## src/rtl/mz_audio_conditioner.sv

```systemverilog
`default_nettype none
// ============================================================================
// Module      : mz_audio_conditioner
// Description : Resamples 6-bit unsigned core audio to a fixed rate, rescales
//               to signed 16 bits, then applies DC-blocking and smoothing.
// Revision    : 1.0 - initial release
// ============================================================================
module mz_audio_conditioner #(
   parameter int CLK_HZ    = 21_500_000,
   parameter int SAMPLE_HZ = 48_000,
   parameter int DC_SHIFT  = 10,
   parameter int LP_SHIFT  = 2
) (
   input  logic               clk_sys,
   input  logic               reset,
   input  logic [5:0]         in_l,
   input  logic [5:0]         in_r,
   input  logic               enable,
   input  logic               mute,
   output logic signed [15:0] out_l,
   output logic signed [15:0] out_r,
   output logic               out_valid,
   output logic               busy,
   output logic               overrun
);

   localparam logic [32:0] c_inc = 33'(SAMPLE_HZ);
   localparam logic [32:0] c_mod = 33'(CLK_HZ);

   typedef enum logic [2:0] {
      S_IDLE = 3'd0,
      S_CONV = 3'd1,
      S_HP   = 3'd2,
      S_LP   = 3'd3,
      S_PUB  = 3'd4
   } state_t;

   function automatic logic signed [15:0] f_sat16(input logic signed [17:0] v);
      logic signed [15:0] r;
      if (v > 18'sd32767)
         r = 16'sh7FFF;
      else if (v < -18'sd32768)
         r = 16'sh8000;
      else
         r = 16'(v);
      return r;
   endfunction

   state_t             r_state;
   logic [31:0]        r_acc;
   logic               r_ch;
   logic [5:0]         r_snap_l;
   logic [5:0]         r_snap_r;
   logic signed [16:0] r_x;
   logic signed [16:0] r_xl;
   logic signed [16:0] r_xr;
   logic signed [15:0] r_h;
   logic signed [24:0] r_dc_l;
   logic signed [24:0] r_dc_r;
   logic signed [17:0] r_lp_l;
   logic signed [17:0] r_lp_r;
   logic signed [15:0] r_yl;
   logic signed [15:0] r_yr;

   logic [32:0]        w_acc_sum;
   logic [31:0]        w_acc_next;
   logic               w_tick;
   logic [5:0]         w_in_sel;
   logic signed [16:0] w_x;
   logic signed [24:0] w_dc_cur;
   logic signed [24:0] w_x_sc;
   logic signed [25:0] w_dc_err;
   logic signed [24:0] w_dc_new;
   logic signed [17:0] w_h_raw;
   logic signed [17:0] w_lp_cur;
   logic signed [18:0] w_lp_err;
   logic signed [17:0] w_lp_new;
   logic signed [15:0] w_y;

   // Fractional-N tick: remainder carried in the accumulator, so no drift.
   assign w_acc_sum  = {1'b0, r_acc} + c_inc;
   assign w_tick     = (w_acc_sum >= c_mod);
   assign w_acc_next = w_tick ? 32'(w_acc_sum - c_mod) : 32'(w_acc_sum);

   assign w_in_sel = r_ch ? r_snap_r : r_snap_l;
   assign w_x      = $signed({1'b0, w_in_sel, 10'd0}) - 17'sd32768;

   // DC tracker holds 8 fractional bits; h uses the value before this update.
   assign w_dc_cur = r_ch ? r_dc_r : r_dc_l;
   assign w_x_sc   = {r_x, 8'd0};
   assign w_dc_err = {w_x_sc[24], w_x_sc} - {w_dc_cur[24], w_dc_cur};
   assign w_dc_new = w_dc_cur + 25'(w_dc_err >>> DC_SHIFT);
   assign w_h_raw  = {r_x[16], r_x} - 18'(w_dc_cur >>> 8);

   assign w_lp_cur = r_ch ? r_lp_r : r_lp_l;
   assign w_lp_err = {{3{r_h[15]}}, r_h} - {w_lp_cur[17], w_lp_cur};
   assign w_lp_new = w_lp_cur + 18'(w_lp_err >>> LP_SHIFT);
   assign w_y      = f_sat16(w_lp_new);

   always_ff @(posedge clk_sys) begin
      if (reset) begin
         r_state   <= S_IDLE;
         r_acc     <= '0;
         r_ch      <= 1'b0;
         r_snap_l  <= '0;
         r_snap_r  <= '0;
         r_x       <= '0;
         r_xl      <= '0;
         r_xr      <= '0;
         r_h       <= '0;
         r_dc_l    <= '0;
         r_dc_r    <= '0;
         r_lp_l    <= '0;
         r_lp_r    <= '0;
         r_yl      <= '0;
         r_yr      <= '0;
         out_l     <= '0;
         out_r     <= '0;
         out_valid <= 1'b0;
         busy      <= 1'b0;
         overrun   <= 1'b0;
      end else begin
         r_acc     <= w_acc_next;
         out_valid <= 1'b0;
         if (w_tick && (r_state != S_IDLE))
            overrun <= 1'b1;
         case (r_state)
            S_IDLE: begin
               if (w_tick) begin
                  r_snap_l <= in_l;
                  r_snap_r <= in_r;
                  r_ch     <= 1'b0;
                  busy     <= 1'b1;
                  r_state  <= S_CONV;
               end
            end
            S_CONV: begin
               r_x <= w_x;
               if (r_ch)
                  r_xr <= w_x;
               else
                  r_xl <= w_x;
               r_state <= S_HP;
            end
            S_HP: begin
               r_h <= f_sat16(w_h_raw);
               if (r_ch)
                  r_dc_r <= w_dc_new;
               else
                  r_dc_l <= w_dc_new;
               r_state <= S_LP;
            end
            S_LP: begin
               if (r_ch) begin
                  r_lp_r  <= w_lp_new;
                  r_yr    <= w_y;
                  r_state <= S_PUB;
               end else begin
                  r_lp_l  <= w_lp_new;
                  r_yl    <= w_y;
                  r_ch    <= 1'b1;
                  r_state <= S_CONV;
               end
            end
            S_PUB: begin
               // enable/mute are sampled here only, so outputs hold between samples.
               out_l     <= mute ? 16'sd0 : (enable ? r_yl : f_sat16({r_xl[16], r_xl}));
               out_r     <= mute ? 16'sd0 : (enable ? r_yr : f_sat16({r_xr[16], r_xr}));
               out_valid <= 1'b1;
               busy      <= 1'b0;
               r_state   <= S_IDLE;
            end
            default: begin
               busy    <= 1'b0;
               r_state <= S_IDLE;
            end
         endcase
      end
   end

endmodule
`default_nettype wire
```

## config.mk

```make
export PLATFORM = sky130hd
export DESIGN_NAME = mz_audio_conditioner
export DESIGN_NICKNAME = d
export VERILOG_FILES = /design/src/rtl/mz_audio_conditioner.sv
export SDC_FILE = /design/constraint.sdc
export NUM_CORES = 1
export LEC_CHECK = 0
export CORE_MARGIN = 8
export CORE_UTILIZATION = 50
export CTS_CLUSTER_SIZE = 28
export DETAILED_ROUTE_END_ITERATION = 16
export PLACE_DENSITY_LB_ADDON = 0.3
export SLEW_MARGIN = 30
export SYNTH_ARGS = -nofsm -noshare
export SYNTH_HDL_FRONTEND = slang
export SYNTH_SLANG_ARGS = --single-unit
```

## constraint.sdc

```tcl
create_clock -name clk_sys -period 6.6 [get_ports clk_sys]
set_clock_uncertainty 0.05 [all_clocks]
set_input_delay 1.65 -clock clk_sys [delete_from_list [all_inputs] [get_ports clk_sys]]
set_output_delay 1.65 -clock clk_sys [all_outputs]
set_load 0.1 [all_outputs]
```

==> impl_metrics.py <==
metrics = {
    "run": {
        "max-cap-violations": 0,
    },
    "detailed_routing": {
        "first_pass_iters": 5,
        "vias_per_cell": 5.82,
        "drt-wirelength-per-cell_um": 16.6,
        "ant_nets": 0,
        "route.met3.wl_um": 1930,
        "dr_wl_met2_um": 15600,
        "wl_met1_um": 16200,
        "topRoutingLayerUsed": "met4",
        "vias": 12079,
        "drc_errors": 0,
        "drtIter0Drc": 717,
        "drt_wl_total_um": 34300,
    },
    "critical_path": {
        "reg2reg_depth": 19,
        "r2r-start": "r_ch",
        "reg2reg_slack_ns": 0.77,
        "crit_path_start_kind": "flip-flop",
        "crit_fanout": 62,
        "critPathArrivalTime_ns": 6.28,
        "cp-end-kind": "flip-flop",
        "r2r-end": "r_dc_r[21]",
        "critPathRequiredTime_ns": 7.05,
        "criticalPathCategory": "flip-flop to flip-flop",
    },
    "clock_tree": {
        "post-cts-setup-buffers": 0,
        "post_cts_resized": 0,
        "cts-buffers-inserted": 27,
        "ctsRootBufferMaster": "clkbuf_16",
        "path_clk_slew_ns": 0.07,
        "worstSkewPairLatency_ns": 0.56,
        "cts_tree": "done",
        "hold_buffers": 0,
        "numClockSinks": 230,
        "cts_buffer_depth": 3,
        "cts-htree-levels": 1,
    },
    "cells_and_area": {
        "final_util": 0.563,
        "drive_above_1_share": 0.0708,
        "nets": 1765,
        "final_common_cell": "dfxtp_1",
        "final_cell_mix": "dfxtp_1 (229), nor2_1 (186), nand2_1 (176)",
        "fill_cells": 2511,
        "syn2layout_area_growth_pct": 12.0,
        "diodes": 0,
    },
    "synth": {
        "ys_seq_elements": 230,
        "yosysWarnings": 0,
        "synth_top_area_cell": "dfxtp_1",
        "synth.top_cell.area_share": 0.333,
        "synth-seq-area-share": 0.333,
        "synthesis.area_mm2": 0.0138,
        "async_reset_ff_frac": 0,
        "synthCells": 1686,
        "ys_top_cells_by_area": "dfxtp_1 (33%), ha_1 (6.5%), a21oi_1 (5.7%)",
        "synth_area_per_cell_um2": 8.21,
        "syn-num-nets": 1776,
        "synth_cell_type_count": 85,
        "synth_flop_cell": "dfxtp_1",
        "synth_edf_count": 0,
    },
    "global_route": {
        "grt_pass1_wl_um": 56900,
        "grt_max_degree": 103,
        "grt_usage": 0.202,
        "antenna_found_initial": 0,
        "grt_overflow": 0,
        "grt_pass1_vias": 11252,
    },
    "floorplan": {
        "die_area_mm2": 0.0333,
        "core_mm2": 0.0276,
        "die_h_um": 182,
        "die_w_um": 182,
        "io_pins": 51,
        "fp-row-count": 61,
        "initial_utilization": 0.502,
    },
    "timing": {
        "final_max_slew_viol_count": 0,
        "hold_viol": 0,
        "tightest_slew_ns": 0.987,
        "period_needed_ns": 5.83,
        "rsz0062_at_grt": "no",
        "post-route-period-util": 0.884,
        "timing.fmax_ghz": 0.171,
        "setup_tns_ns": 0,
        "slew_headroom": 0.340,
        "finalSetupViolations": 0,
    },
    "place": {
        "port_buffers": 50,
        "gp_congestion": 0.883,
        "dp_hpwl_um": 23800,
    },
    "run_status": {
        "outcome": "finished, final reports clean",
    },
    "min_path": {
        "min_from": "r_dc_r[0]",
        "worst_hold_path_type": "flip-flop to flip-flop",
        "holdPathEnd": "r_dc_r[0]",
        "holdPathStages": 2,
    },
}
-- sequential cells by signal, summed over array words and instances (netlist names) --
signal     cells
busy           1
out_l         16
out_r         16
out_valid      1
overrun        1
r_acc         27
r_ch           1
r_dc_l        25
r_dc_r        25
r_h           16
r_lp_l        18
r_lp_r        18
r_snap_l       6
r_snap_r       6
r_state        3
r_x            6
r_xl           6
r_xr           6
r_yl          16
r_yr          16
-- worst max-delay path, cell delays in order, from the launching register on --
cell and delay (ns):
dfxtp_4 0.52, buf_12 0.36, mux2i_1 0.41, ha_1 0.29
o2111ai_1 0.24, nor4_1 0.68, nor2b_1 0.28, a21o_1 0.17
a21oi_1 0.09, o21ai_0 0.24, xor2_1 0.13, ha_1 0.41
nand3_1 0.15, nor3_1 0.19, a31oi_1 0.12, o211a_1 0.18
o31ai_1 0.47, a31oi_1 0.24, or4_1 0.44, nand3_1 0.08
-- worst max path at each step --
| stage | start | end | slack, ns | depth (start not counted) |
|---|---|---|---|---|
| 2_1_floorplan | r_ch | r_yl[10] | 0.06 | 27 |
| 3_3_place_gp | r_ch | r_yl[1] | 0.90 | 20 |
| 3_5_place_dp | r_ch | r_dc_r[24] | 0.88 | 20 |
| 4_1_cts | r_ch | r_dc_r[24] | 0.86 | 20 |
| 5_1_grt | r_ch | r_dc_r[21] | 0.35 | 19 |
| 6_report | r_ch | r_dc_r[21] | 0.77 | 19 |
-- layer usage --
metal  vias up  track usage
li1       5984            -
met1      5733        0.277
met2       315        0.330
met3        47       0.0286
met4         0       0.0515
met5         -            0
-- cells in the mapped netlist, types with 5 or more instances --
master    number
dfxtp_1      230
nor2_1       187
nand2_1      176
a21oi_1      159
xnor2_1       84
clkbuf_1      74
mux2i_1       73
ha_1          72
o21ai_0       57
inv_1         56
nor3_1        41
nand3_1       40
xor2_1        39
a21o_1        29
a211oi_1      24
a22oi_1       23
and3_1        18
nand2b_1      16
o22ai_1       16
a221o_1       15
o32ai_1       15
nand4_1       14
nor2b_1       14
a31oi_1       12
mux2_2        10
o21bai_1      10
o31ai_1       10
a31o_2         9
and2_1         9
buf_2          9
o211ai_1       9
o21a_1         9
or3_1          9
buf_1          7
buf_6          7
nor3b_1        7
nor4_1         7
a211oi_2       6
nand3b_1       5
nor4b_1        5
-- cell type report --
| class | instances | area (µm²) | area share |
|---|---|---|---|
| flip-flops and latches | 230 | 4610 | 0.297 |
| multi-input cells | 1297 | 8590 | 0.554 |
| clock buffers | 36 | 749 | 0.0483 |
| inverters | 57 | 214 | 0.0138 |
| well taps | 378 | 473 | 0.0305 |
| clock inverters | 14 | 277 | 0.0178 |
| repair buffers | 62 | 599 | 0.0386 |
-- stage by stage --
stage	instance area, µm²	setup slack (ns)	hold WS, ns	std cells
global route	15500	0.346	0.419	2074
detailed placement	14500	0.883	0.396	2024
global placement	14500	0.900	0.389	2024
floorplan	13800	0.0645	0.383	1686
CTS	15500	0.856	0.405	2074
finish	15500	0.766	0.404	2074
-- logic make-up (layout without fill, tap and decap cells) --
kind of cell	after synthesis	in the layout	share of synthesized area
AND/OR/NAND/NOR	564	564	0.187
AO/OA/AOI/OAI	452	452	0.223
flip-flops	230	230	0.333
buffers and inverters	159	169	0.0496
XOR/XNOR	124	124	0.0790
multiplexers	83	83	0.0609
adder cells (fa/ha/maj)	74	74	0.0680
Power is left out: the tool's default activity adds up to more than one toggle a clock period on the data nets, which glitch-free logic cannot reach.
